$ cat config.mk
export PLATFORM = sky130hd
export DESIGN_NAME = ht_res_arb
export DESIGN_NICKNAME = d
export VERILOG_FILES = /design/src/rtl/ht_res_arb.sv
export SDC_FILE = /design/constraint.sdc
export NUM_CORES = 1
export LEC_CHECK = 0
export BUFFER_PORTS_ARGS = -buffer_cell sky130_fd_sc_hd__buf_2
export CAP_MARGIN = 20
export CORE_AREA = 2 2 105 107
export CTS_CLUSTER_DIAMETER = 60
export DETAILED_ROUTE_END_ITERATION = 6
export DIE_AREA = 0 0 107 109
export PLACE_DENSITY = 0.84
export SETUP_SLACK_MARGIN = 0.2
export SYNTH_ARGS = -nofsm -noshare
export SYNTH_HDL_FRONTEND = slang
export SYNTH_SLANG_ARGS = --single-unit
$ cat constraint.sdc
create_clock -name clk -period 5.4 [get_ports clk]
set_input_delay 0 -clock clk [delete_from_list [all_inputs] [get_ports clk]]
set_output_delay 0 -clock clk [all_outputs]
set_load 0.03 [all_outputs]
$ cat src/rtl/ht_res_arb.sv
// ht_res_arb -- round-robin merge of N_CH hash-table result channels into
// a single registered output stream.
//
// Ports
//   clk, rst                        clock, asynchronous active-high reset
//   in_key/in_value                 flattened per-channel key/value (channel i = slice i)
//   in_cmd/in_res                   per-channel command echo / result code
//   in_valid/in_ready               per-channel handshake (at most one ready per cycle)
//   o_key/o_value/o_cmd/o_res       merged result (one output register)
//   o_chan                          source channel of the merged result
//   o_valid/o_ready                 merged handshake
//   stat_cnt                        per-channel saturating 16-bit transfer count,
//                                   present only when HT_RES_ARB_STAT_EN is defined
//
// The arbiter uses a rotating pointer: the search begins at rr_ptr and wraps,
// and after each accepted transfer rr_ptr moves one past the winner. That bounds
// the wait of any continuously valid channel to N_CH transfers.

package hash_table;
  parameter int KEY_WIDTH   = 16;
  parameter int VALUE_WIDTH = 32;
  typedef enum logic [1:0] {CMD_SEARCH, CMD_INSERT, CMD_DELETE, CMD_NOP} ht_cmd_t;
  typedef enum logic [1:0] {RES_OK, RES_MISS, RES_FULL, RES_ERR} ht_res_t;
endpackage

// Per-channel saturating transfer counter.
module ht_res_arb_stat (
  input  logic        clk,
  input  logic        rst,
  input  logic        inc,
  output logic [15:0] cnt
);
  always_ff @(posedge clk or posedge rst)
    if (rst)                       cnt <= '0;
    else if (inc && cnt != 16'hFFFF) cnt <= cnt + 16'd1;
endmodule

module ht_res_arb
  import hash_table::*;
#(
  parameter int N_CH        = 4,
  parameter int KEY_WIDTH   = hash_table::KEY_WIDTH,
  parameter int VALUE_WIDTH = hash_table::VALUE_WIDTH,
  localparam int CW         = (N_CH > 1) ? $clog2(N_CH) : 1
) (
  input  logic                        clk,
  input  logic                        rst,
  input  logic [N_CH*KEY_WIDTH-1:0]   in_key,
  input  logic [N_CH*VALUE_WIDTH-1:0] in_value,
  input  ht_cmd_t [N_CH-1:0]          in_cmd,
  input  ht_res_t [N_CH-1:0]          in_res,
  input  logic [N_CH-1:0]             in_valid,
  output logic [N_CH-1:0]             in_ready,
  output logic [KEY_WIDTH-1:0]        o_key,
  output logic [VALUE_WIDTH-1:0]      o_value,
  output ht_cmd_t                     o_cmd,
  output ht_res_t                     o_res,
  output logic [CW-1:0]               o_chan,
  output logic                        o_valid,
  input  logic                        o_ready
`ifdef HT_RES_ARB_STAT_EN
  ,
  output logic [N_CH*16-1:0]          stat_cnt
`endif
);

  logic [CW-1:0]   rr_ptr;
  logic [CW-1:0]   gidx;
  logic [N_CH-1:0] grant;
  logic            any;
  logic            load_en;

  // Output register can take new data when empty or being drained this cycle.
  assign load_en = !o_valid || o_ready;

  // Rotating first-valid search starting at rr_ptr.
  always_comb begin
    grant = '0;
    gidx  = '0;
    any   = 1'b0;
    for (int k = 0; k < N_CH; k++) begin
      int idx;
      idx = int'(rr_ptr) + k;
      if (idx >= N_CH) idx = idx - N_CH;
      if (!any && in_valid[idx]) begin
        any        = 1'b1;
        gidx       = CW'(idx);
        grant[idx] = 1'b1;
      end
    end
  end

  // Held low during reset so nothing is consumed while the output is cleared.
  assign in_ready = rst ? '0 : (grant & {N_CH{load_en}});

  always_ff @(posedge clk or posedge rst) begin
    if (rst) begin
      o_valid <= 1'b0;
      rr_ptr  <= '0;
      o_key   <= '0;
      o_value <= '0;
      o_cmd   <= ht_cmd_t'(2'b00);
      o_res   <= ht_res_t'(2'b00);
      o_chan  <= '0;
    end else if (load_en) begin
      o_valid <= any;
      if (any) begin
        o_key   <= in_key[gidx*KEY_WIDTH +: KEY_WIDTH];
        o_value <= in_value[gidx*VALUE_WIDTH +: VALUE_WIDTH];
        o_cmd   <= in_cmd[gidx];
        o_res   <= in_res[gidx];
        o_chan  <= gidx;
        if (int'(gidx) == N_CH - 1) rr_ptr <= '0;
        else                        rr_ptr <= gidx + 1'b1;
      end
    end
  end

`ifdef HT_RES_ARB_STAT_EN
  logic [N_CH-1:0] xfer;
  assign xfer = in_valid & in_ready;

  for (genvar i = 0; i < N_CH; i++) begin : g_stat
    ht_res_arb_stat u_stat (
      .clk (clk),
      .rst (rst),
      .inc (xfer[i]),
      .cnt (stat_cnt[i*16 +: 16])
    );
  end
`endif

endmodule

==> results of run 1 <==
-- worst min-delay path by stage --
stage / startpoint / endpoint / slack, ps / cells past startpoint
finish: in_key[4] / o_key[4] / 10 / 3
global route: in_key[4] / o_key[4] / 20 / 3
CTS: in_value[58] / o_value[26] / 2 / 3
detailed placement: in_value[99] / o_value[3] / 250 / 3
global placement: in_value[101] / o_value[5] / 240 / 3
floorplan: in_valid[3] / o_valid / 130 / 2
-- flip-flops by register name, summed over array words and instances (netlist names) --
register  count
o_cmd         2
o_chan        2
rr_ptr        2
o_key        16
o_value      32
o_res         2
o_valid       1
-- synthesized netlist by cell type (all sizes together), types with 3 or more instances --
cell and count:
dfrtp 57, a22oi 4, o21a 23, clkbuf 29, o211ai 53, o221ai 22, o21ai 26, nor2 12
buf 24, inv 5, a31oi 31, and4 30, a221oi 5, ha 5, nor3 3, mux4 4
mux2 23, mux2i 53, nand2 101
-- area by class of cell --
| class | count | share of cell area [%] |
|---|---|---|
| multi-input combinational | 410 | 43.82 |
| timing repair buffer | 342 | 29.57 |
| sequential | 57 | 20.51 |
| tap | 140 | 2.518 |
| clock buffer | 12 | 2.231 |
| clock inverter | 4 | 1.079 |
| inverter | 5 | 0.2698 |
-- cells by family after synthesis --
group	share of synthesized area [%]
AOI/OAI and AO/OA	27.79
and+or+nand+nor	15.88
muxes	18.39
buffers and inverters	6.802
DFF	29.83
adders and majority gates	1.308
-- worst max-delay path, stage by stage, from the launching register on --
cell and delay [ps]:
dfrtp_1 700, inv_2 70, ha_1 430, mux4_2 650, nor2b_4 230, o21ai_2 110, buf_8 210, nand2_4 200
buf_16 320, mux2i_1 280, o211ai_1 110, dlygate4sd3_1 580
-- stage by stage --
step / instance area (sq um) / utilization (%) / hold slack, ps
floorplan: 4782 / - / 127.6
global placement: 6102 / 57.55 / 242.0
detailed placement: 6102 / 57.55 / 247.8
CTS: 6913 / 65.20 / 1.845
global route: 6955 / 65.60 / 15.29
finish: 6955 / 65.60 / 10.20
-- routing by layer --
metal / routed length, um / vias to the layer above
li1: - / 2612
met1: 6683 / 2628
met2: 8754 / 282
met3: 1081 / 48
met4: 586 / 0
met5: 0 / -
-- power by group through the flow --
stage               Clock [mW]  Sequential [mW]  Combinational [mW]
floorplan                    0             1.15                1.79
global placement             0            0.774                2.62
detailed placement           0            0.772                2.67
CTS                      0.476            0.773                2.86
global route             0.498            0.802                3.16
finish                   0.469            0.778                2.96
==> flow_summary.toml, run 1 <==
[outcome]
status = "completed"

[setup_path]
r2r_end = "o_value[12]"
crit_path_start = "rr_ptr[0]"
cp_max_fo = 72
critical_path_class = "reg -> reg"
crit_required_ps = 5610
crit_arrival_ps = 4330
startpoint_type = "flip-flop"
reg2reg_from = "rr_ptr[0]"
ff2ff_path_depth = 11
crit_path_end_kind = "flip-flop"
crit_end = "o_value[12]"
regToRegSetupSlack_ps = 1280

[place]
post-place-cells = 894
gp_congestion = 0.8678
numPortBuffers = 273
place_hpwl_mm = 10.94
dp_slack_ps = 1004

[detailed_routing]
finalWirelength_mm = 17.11
vias = 5570
initialDrtViolationCount = 430
ant_nets = 0
wl_per_cell_um = 17.63
drcViolationCount = 0
drtPass1Iterations = 5
vias_per_cell = 5.742

[finish]
final_cell_mix = "buf_2 (273), nand2_1 (100), dlygate4sd3_1 (58)"
nFillCells = 850
final_common_cell = "buf_2"
drive_gt1_share_pct = 42.89
multi_input_area_sq_um = 3048
final_cells = 970
synthToLayoutAreaGrowth_pct = 45.45
antenna_cells = 0
register_area_sq_um = 1426
nNetsFinal = 1045

[power_and_ir_drop]
p_int_mw = 2.148
clkPwrFrac_pct = 11.2
p_sw_share_pct = 48.89
p_comb_share_pct = 70.3
cellPowerDensity_nw_per_um2 = 604.2
p_seq_share_pct = 18.5
leakage_nw = 3.332
power.total_mw = 4.203
p_switching_mw = 2.055
ir_drop_mv = 0.4095

[sta]
maxSlewHeadroom_pct = 21.86
hold_viol = 0
fmax_ghz = 0.2427
period_needed_ps = 4121
setup_viol = 0
skew_ps = 13.45
grt_setup_unrepaired = "false"
setup_ws_ps = 1279
min_period_over_period_pct = 76.31
worst_slew_pin_slew_ps = 1172
fin_tns_setup_ps = 0
drv_slew = 0

[grt]
grt-busiest-layer = "met2"
globalRouteOverflowTotal = 0
grt_pass1_vias = 5346
antenna_found_initial = 0
gr-usage-met3_pct = 5.021
grt_pass1_wl_mm = 26.25
grt_use_met1_pct = 35.10
grt_max_degree = 84
grtUsageMet2_pct = 48.95
grtUsageTotal_pct = 28.33

[floorplanning]
core_sq_um = 10600
boundaryPins = 274
die_x_um = 107
std_cell_rows = 38
initial_core_util_pct = 45.10
fp.dieH_um = 109
dieArea_sq_um = 11660

[logic_synthesis]
syn_area_per_cell_sq_um = 9.109
synth.area.top_cells = "dfrtp_1 (30%), mux2i_1 (11%), nand2_1 (7.9%)"
synth-seq-area-share_pct = 29.83
syn_nets = 745
synth_edf_count = 0
synth_flop_cell = "dfrtp_1"
synthCells = 525
synth_area_sq_um = 4782
synth_cell_types = 42
synthArstFlopShare_pct = 100.0
synth_top_cell_area_share_pct = 29.83
yosys_warnings = 0
ys_ff_latch = 57
synth_largest_area_cell = "dfrtp_1"

[clock_tree]
cts_tree = "done"
post-cts-setup-buffers = 0
cts_resized = 0
clk_latency_ps = 330
hold_buffers = 58
cts.sinks = 57
clk_pin_slew_ps = 70
cts_buffers = 9
cts_buffer_depth = 2
cts_root_buf = "clkbuf_8"
cts_max_level = 3

[job]
maxCapViolations = 0

[hold_path]
hold_path.class = "in -> reg"
Note: power is estimated with default switching activity, not from simulation.
==> run 2, diff against run 1 <==
--- a/config.mk
+++ b/config.mk
@@ -7,11 +7,11 @@
 export LEC_CHECK = 0
 export BUFFER_PORTS_ARGS = -buffer_cell sky130_fd_sc_hd__buf_2
 export CAP_MARGIN = 20
-export CORE_AREA = 2 2 105 107
+export CORE_MARGIN = 1.5
+export CORE_UTILIZATION = 45
 export CTS_CLUSTER_DIAMETER = 60
 export DETAILED_ROUTE_END_ITERATION = 6
-export DIE_AREA = 0 0 107 109
-export PLACE_DENSITY = 0.84
+export PLACE_DENSITY = 0.83
 export SETUP_SLACK_MARGIN = 0.2
 export SYNTH_ARGS = -nofsm -noshare
 export SYNTH_HDL_FRONTEND = slang
==> constraint.sdc (replaced) <==
create_clock -name clk -period 4.09 [get_ports clk]
set_input_delay 0 -clock clk [delete_from_list [all_inputs] [get_ports clk]]
set_output_delay 0 -clock clk [all_outputs]
set_load 0.03 [all_outputs]
==> run 2 against run 1 <==
Critical path depth shrank 1. Cell area rose by 0.31%. Hold slack lost 1.8 ps. Sequential cell count did not move. Largest cell class unchanged. Largest power group unchanged.
==> flow_summary.toml, run 2 (synthesized netlist as in run 1, its figures left out) <==
[sta]
worst_slew_pin_slew_ps = 1007
fmax_ghz = 0.2709
drv_slew = 0
skew_ps = 6.464
maxSlewHeadroom_pct = 32.89
grt_setup_unrepaired = "false"
min_period_over_period_pct = 90.25
hold_viol = 0
setup_ws_ps = 398.6
setup_viol = 0
fin_tns_setup_ps = 0
period_needed_ps = 3691

[hold_path]
hold_end = "o_value[11]"
hold_start = "in_value[11]"
hold_path.class = "in -> reg"
min_delay_path_depth = 3

[detailed_routing]
ant_nets = 0
vias_per_cell = 5.841
wl_per_cell_um = 17.59
finalWirelength_mm = 17.03
initialDrtViolationCount = 467
vias = 5654
drcViolationCount = 0
drtPass1Iterations = 5

[power_and_ir_drop]
leakage_nw = 3.353
cellPowerDensity_nw_per_um2 = 804.3
ir_drop_mv = 0.5328

[setup_path]
regToRegSetupSlack_ps = 400
reg2reg_from = "rr_ptr[1]"
crit_path_start = "rr_ptr[1]"
r2r_end = "o_res[0]"
critical_path_class = "reg -> reg"
startpoint_type = "flip-flop"
crit_arrival_ps = 3900
cp_max_fo = 32
ff2ff_path_depth = 10
crit_required_ps = 4300
crit_path_end_kind = "flip-flop"

[place]
gp_congestion = 0.8981
placed_cell_area_sq_um = 6156
numPortBuffers = 273
place_hpwl_mm = 11.61
dp_slack_ps = 703.2

[outcome]
status = "completed"

[floorplanning]
std_cell_rows = 37
die_x_um = 106.1
boundaryPins = 274
initial_core_util_pct = 46.32
dieArea_sq_um = 11250
core_sq_um = 10320
fp.dieH_um = 106.1

[grt]
globalRouteOverflowTotal = 0
grt_pass1_wl_mm = 27.05
grt_max_degree = 59
grtUsageTotal_pct = 29.83
antenna_found_initial = 0
grt_pass1_vias = 5690

[finish]
synthToLayoutAreaGrowth_pct = 45.89
largest_reg_flops = 32
nNetsFinal = 1047
final_cell_mix = "buf_2 (273), nand2_1 (100), dlygate4sd3_1 (58)"
top_register = "o_value"
reg_top3 = "o_value (32), o_key (16)"
antenna_cells = 0
drive_gt1_share_pct = 43.39
post-route-cell-area_sq_um = 6977
final_common_cell = "buf_2"

[clock_tree]
clk_pin_slew_ps = 70
cts_tree = "done"
cts_buffers = 9
cts_buffer_depth = 2
cts_max_level = 3
post-cts-setup-buffers = 0
clk_latency_ps = 330
cts_root_buf = "clkbuf_8"
cts.sinks = 57

[job]
maxCapViolations = 0
run 2: final cells by class:
class	instances	area (sq um)
Timing Repair Buffer	344	2069
Clock buffer	12	165.2
Sequential cell	57	1428
Multi-Input combinational cell	410	3052
Fill cell	844	3347
Clock inverter	4	73.82
Tap cell	136	170.2
Inverter	5	18.77
run 2: worst max path at each step:
stage / end / depth (start not counted)
after detailed placement: o_key[12] / 9
after global routing: o_key[8] / 10
after floorplan: rr_ptr[0] / 13
final: o_res[0] / 10
after global placement: o_key[0] / 9
after CTS: o_res[0] / 10
run 2: repair_timing:
action                     in CTS  in global routing
hold endpoints to repair       88                  0
resized for setup               0                  1
setup endpoints to repair       0                 13
hold buffers                   58                  0
run 2: through the flow:
step                power [mW]  instances  hold WS (ps)  utilization (%)
global route             5.949        968       0.02551            67.58
finish                   5.611        968         8.384            67.58
global placement         4.520        894         240.3            59.63
CTS                      5.570        968        0.9589            67.57
detailed placement       4.658        894         256.4            59.63
floorplan                3.879        525         127.6                -
run 2: critical path: stages (launching register included):
cell and delay, ps:
dfrtp_1 530, inv_1 130, ha_1 430, mux4_2 670, nor2b_4 230, o21ai_2 100, nand2_4 140, buf_4 390
mux2i_1 270, o211ai_1 90, dlygate4sd3_1 560
run 2: report_power, final:
group / leakage (nW) / internal (mW) / switching (mW)
registers: 0.695 / 0.843 / 0.180
logic: 2.54 / 1.63 / 2.32
clock network: 0.123 / 0.393 / 0.246
total: 3.35 / 2.87 / 2.74
run 2: per-layer routing:
metal	vias to the layer above	part of all wire, %	track usage [%]
li1	2608	-	-
met1	2676	38	35.87
met2	327	52	53.01
met3	43	8.2	5.028
met4	0	2.2	11.58
met5	-	0	0
==> run 3, diff against run 2 <==
--- a/config.mk
+++ b/config.mk
@@ -12,6 +12,7 @@
 export CTS_CLUSTER_DIAMETER = 60
 export DETAILED_ROUTE_END_ITERATION = 6
 export PLACE_DENSITY = 0.83
+export RECOVER_POWER = 25
 export SETUP_SLACK_MARGIN = 0.2
 export SYNTH_ARGS = -nofsm -noshare
 export SYNTH_HDL_FRONTEND = slang
==> run 3 against run 2 <==
First-iteration DRC count rose by 1.7%. Highest routed layer unchanged. Clock skew barely moved. Critical endpoint is now o_value[8]. Core utilization fell by 0.51 points. Sequential power barely moved. Register-to-register slack improved by 20 ps. Critical path type unchanged. Die area did not move. Cell area fell by 0.75%. Fmax rose by 0.47%. Global-route usage did not move.
==> flow_summary.toml, run 3 (synthesized netlist as in run 1, its figures left out) <==
[hold_path]
hold_start = "in_value[16]"
min_delay_path_depth = 3
hold_path.class = "in -> reg"
hold_end = "o_value[16]"

[sta]
period_needed_ps = 3674
min_period_over_period_pct = 89.83
setup_viol = 0
fin_tns_setup_ps = 0
drv_slew = 0
whs_ps = 8.126
skew_ps = 6.686
fmax_ghz = 0.2722
hold_viol = 0
maxSlewHeadroom_pct = 31.91
worst_slew_pin_slew_ps = 1021
grt_setup_unrepaired = "false"

[clock_tree]
cts_buffer_depth = 2
clk_pin_slew_ps = 70
clk_latency_ps = 340
cts_root_buf = "clkbuf_8"
cts_tree = "done"
cts.sinks = 57
cts_max_level = 3
post-cts-setup-buffers = 0
cts_buffers = 9

[floorplanning]
boundaryPins = 274
dieArea_sq_um = 11250
die_x_um = 106.1
initial_core_util_pct = 46.32
core_sq_um = 10320
std_cell_rows = 37
fp.dieH_um = 106.1

[detailed_routing]
drcViolationCount = 0
vias_per_cell = 5.837
ant_nets = 0
vias = 5650
finalWirelength_mm = 17.10
initialDrtViolationCount = 475
drtPass1Iterations = 5
wl_per_cell_um = 17.67

[setup_path]
startpoint_type = "flip-flop"
critical_path_class = "reg -> reg"
ff2ff_path_depth = 10
worstPathCellList = "inv_1 -> ha_1 -> mux4_2 -> nor2b_4 -> o21ai_2 -> nand2_4 -> buf_4 -> mux2i_1 -> o211ai_1 -> dlygate4sd3_1"
cp_max_fo = 32
regToRegSetupSlack_ps = 420
crit_required_ps = 4300
crit_path_end_kind = "flip-flop"
crit_arrival_ps = 3890
reg2reg_from = "rr_ptr[1]"
r2r_end = "o_value[8]"
crit_buf_inv = 3
cp_slowest_cell = "mux4_2"
critPathMaxStageDelay_ps = 670
path_delay_family = "buffers and inverters"

[finish]
synthToLayoutAreaGrowth_pct = 44.79
final_common_cell = "buf_2"
largest_reg_flops = 32
post-route-util_pct = 67.07
top_register = "o_value"
post-route-cell-area_sq_um = 6924
nNetsFinal = 1047
drive_gt1_share_pct = 38.34
final_cell_mix = "buf_2 (231), nand2_1 (100), dlygate4sd3_1 (58)"
nFillCells = 867
multi_input_area_sq_um = 3052
antenna_cells = 0
reg_top3 = "o_value (32), o_key (16)"
register_area_sq_um = 1428

[outcome]
status = "completed"

[place]
gp_congestion = 0.8981
numPortBuffers = 273
place_hpwl_mm = 11.61
placed_cell_area_sq_um = 6156

[power_and_ir_drop]
p_sw_share_pct = 49.48
ir_drop_mv = 0.5339
cellPowerDensity_nw_per_um2 = 803.0
p_comb_share_pct = 70.0
p_int_mw = 2.809
p_switching_mw = 2.751
leakage_nw = 3.221
clkPwrFrac_pct = 11.5
p_seq_share_pct = 18.5

[grt]
grt_pass1_wl_mm = 27.05
antenna_found_initial = 0
globalRouteOverflowTotal = 0
grtUsageTotal_pct = 29.83
grt_max_degree = 59
grt_pass1_vias = 5690

[job]
maxCapViolations = 0
## run 3: cell types whose count changed in the layout (fill, tap and decap cells not counted), sizes merged
| cell | change |
|---|---|
| buf | -42 |
| clkbuf | +42 |
## run 3: timing repair
item | 4_1_cts | 5_1_grt
hold buffers | 58 | 0
endpoints found under the hold margin | 88 | 0
resized for setup | 0 | 1
setup endpoints to repair | 0 | 13
## run 3: power by group through the flow
stage                     sequential [mW]  combinational, mW  clock [mW]
after floorplan                      1.52               2.36           0
after global routing                 1.06               4.16       0.677
final                                1.03               3.89       0.639
after detailed placement             1.02               3.64           0
after global placement               1.02               3.50           0
after CTS                            1.02               3.90       0.649
## run 3: routing by layer
layer	GRT usage [%]	wire length (um)	part of all wire, %	vias up
met1	35.87	6594	39	2678
li1	-	-	-	2610
met4	11.58	347	2.0	0
met5	0	0	0	-
met3	5.028	1323	7.7	40
met2	53.01	8837	52	322
## run 3: cell type report
type / count / area share, %
Timing Repair Buffer: 344 / 29.13
Sequential cell: 57 / 20.62
Multi-Input combinational cell: 410 / 44.07
Clock buffer: 12 / 2.385
Inverter: 5 / 0.2711
Tap cell: 136 / 2.458
Clock inverter: 4 / 1.066
## run 3: how the worst max path moves through the flow
| stage | startpoint | endpoint | cells after the start |
|---|---|---|---|
| detailed placement | rr_ptr[0] | o_key[12] | 9 |
| CTS | rr_ptr[0] | o_res[0] | 10 |
| floorplan | rr_ptr[0] | rr_ptr[0] | 13 |
| finish | rr_ptr[1] | o_value[8] | 10 |
| global placement | rr_ptr[0] | o_key[0] | 9 |
| global route | rr_ptr[1] | o_key[8] | 10 |
## run 3: per-stage QoR
| stage | instances | total power, mW | setup slack [ps] |
|---|---|---|---|
| after CTS | 968 | 5.570 | 294.9 |
| after global placement | 894 | 4.520 | 889.1 |
| final | 968 | 5.560 | 415.9 |
| after floorplan | 525 | 3.879 | 862.9 |
| after detailed placement | 894 | 4.658 | 703.2 |
| after global routing | 968 | 5.897 | 223.8 |
## run 3: worst reg2reg max path, stage by stage (launching register included)
cell           delay (ps)
dfrtp_1               520
inv_1                 130
ha_1                  430
mux4_2                670
nor2b_4               230
o21ai_2               100
nand2_4               140
buf_4                 390
mux2i_1               270
o211ai_1              100
dlygate4sd3_1         580
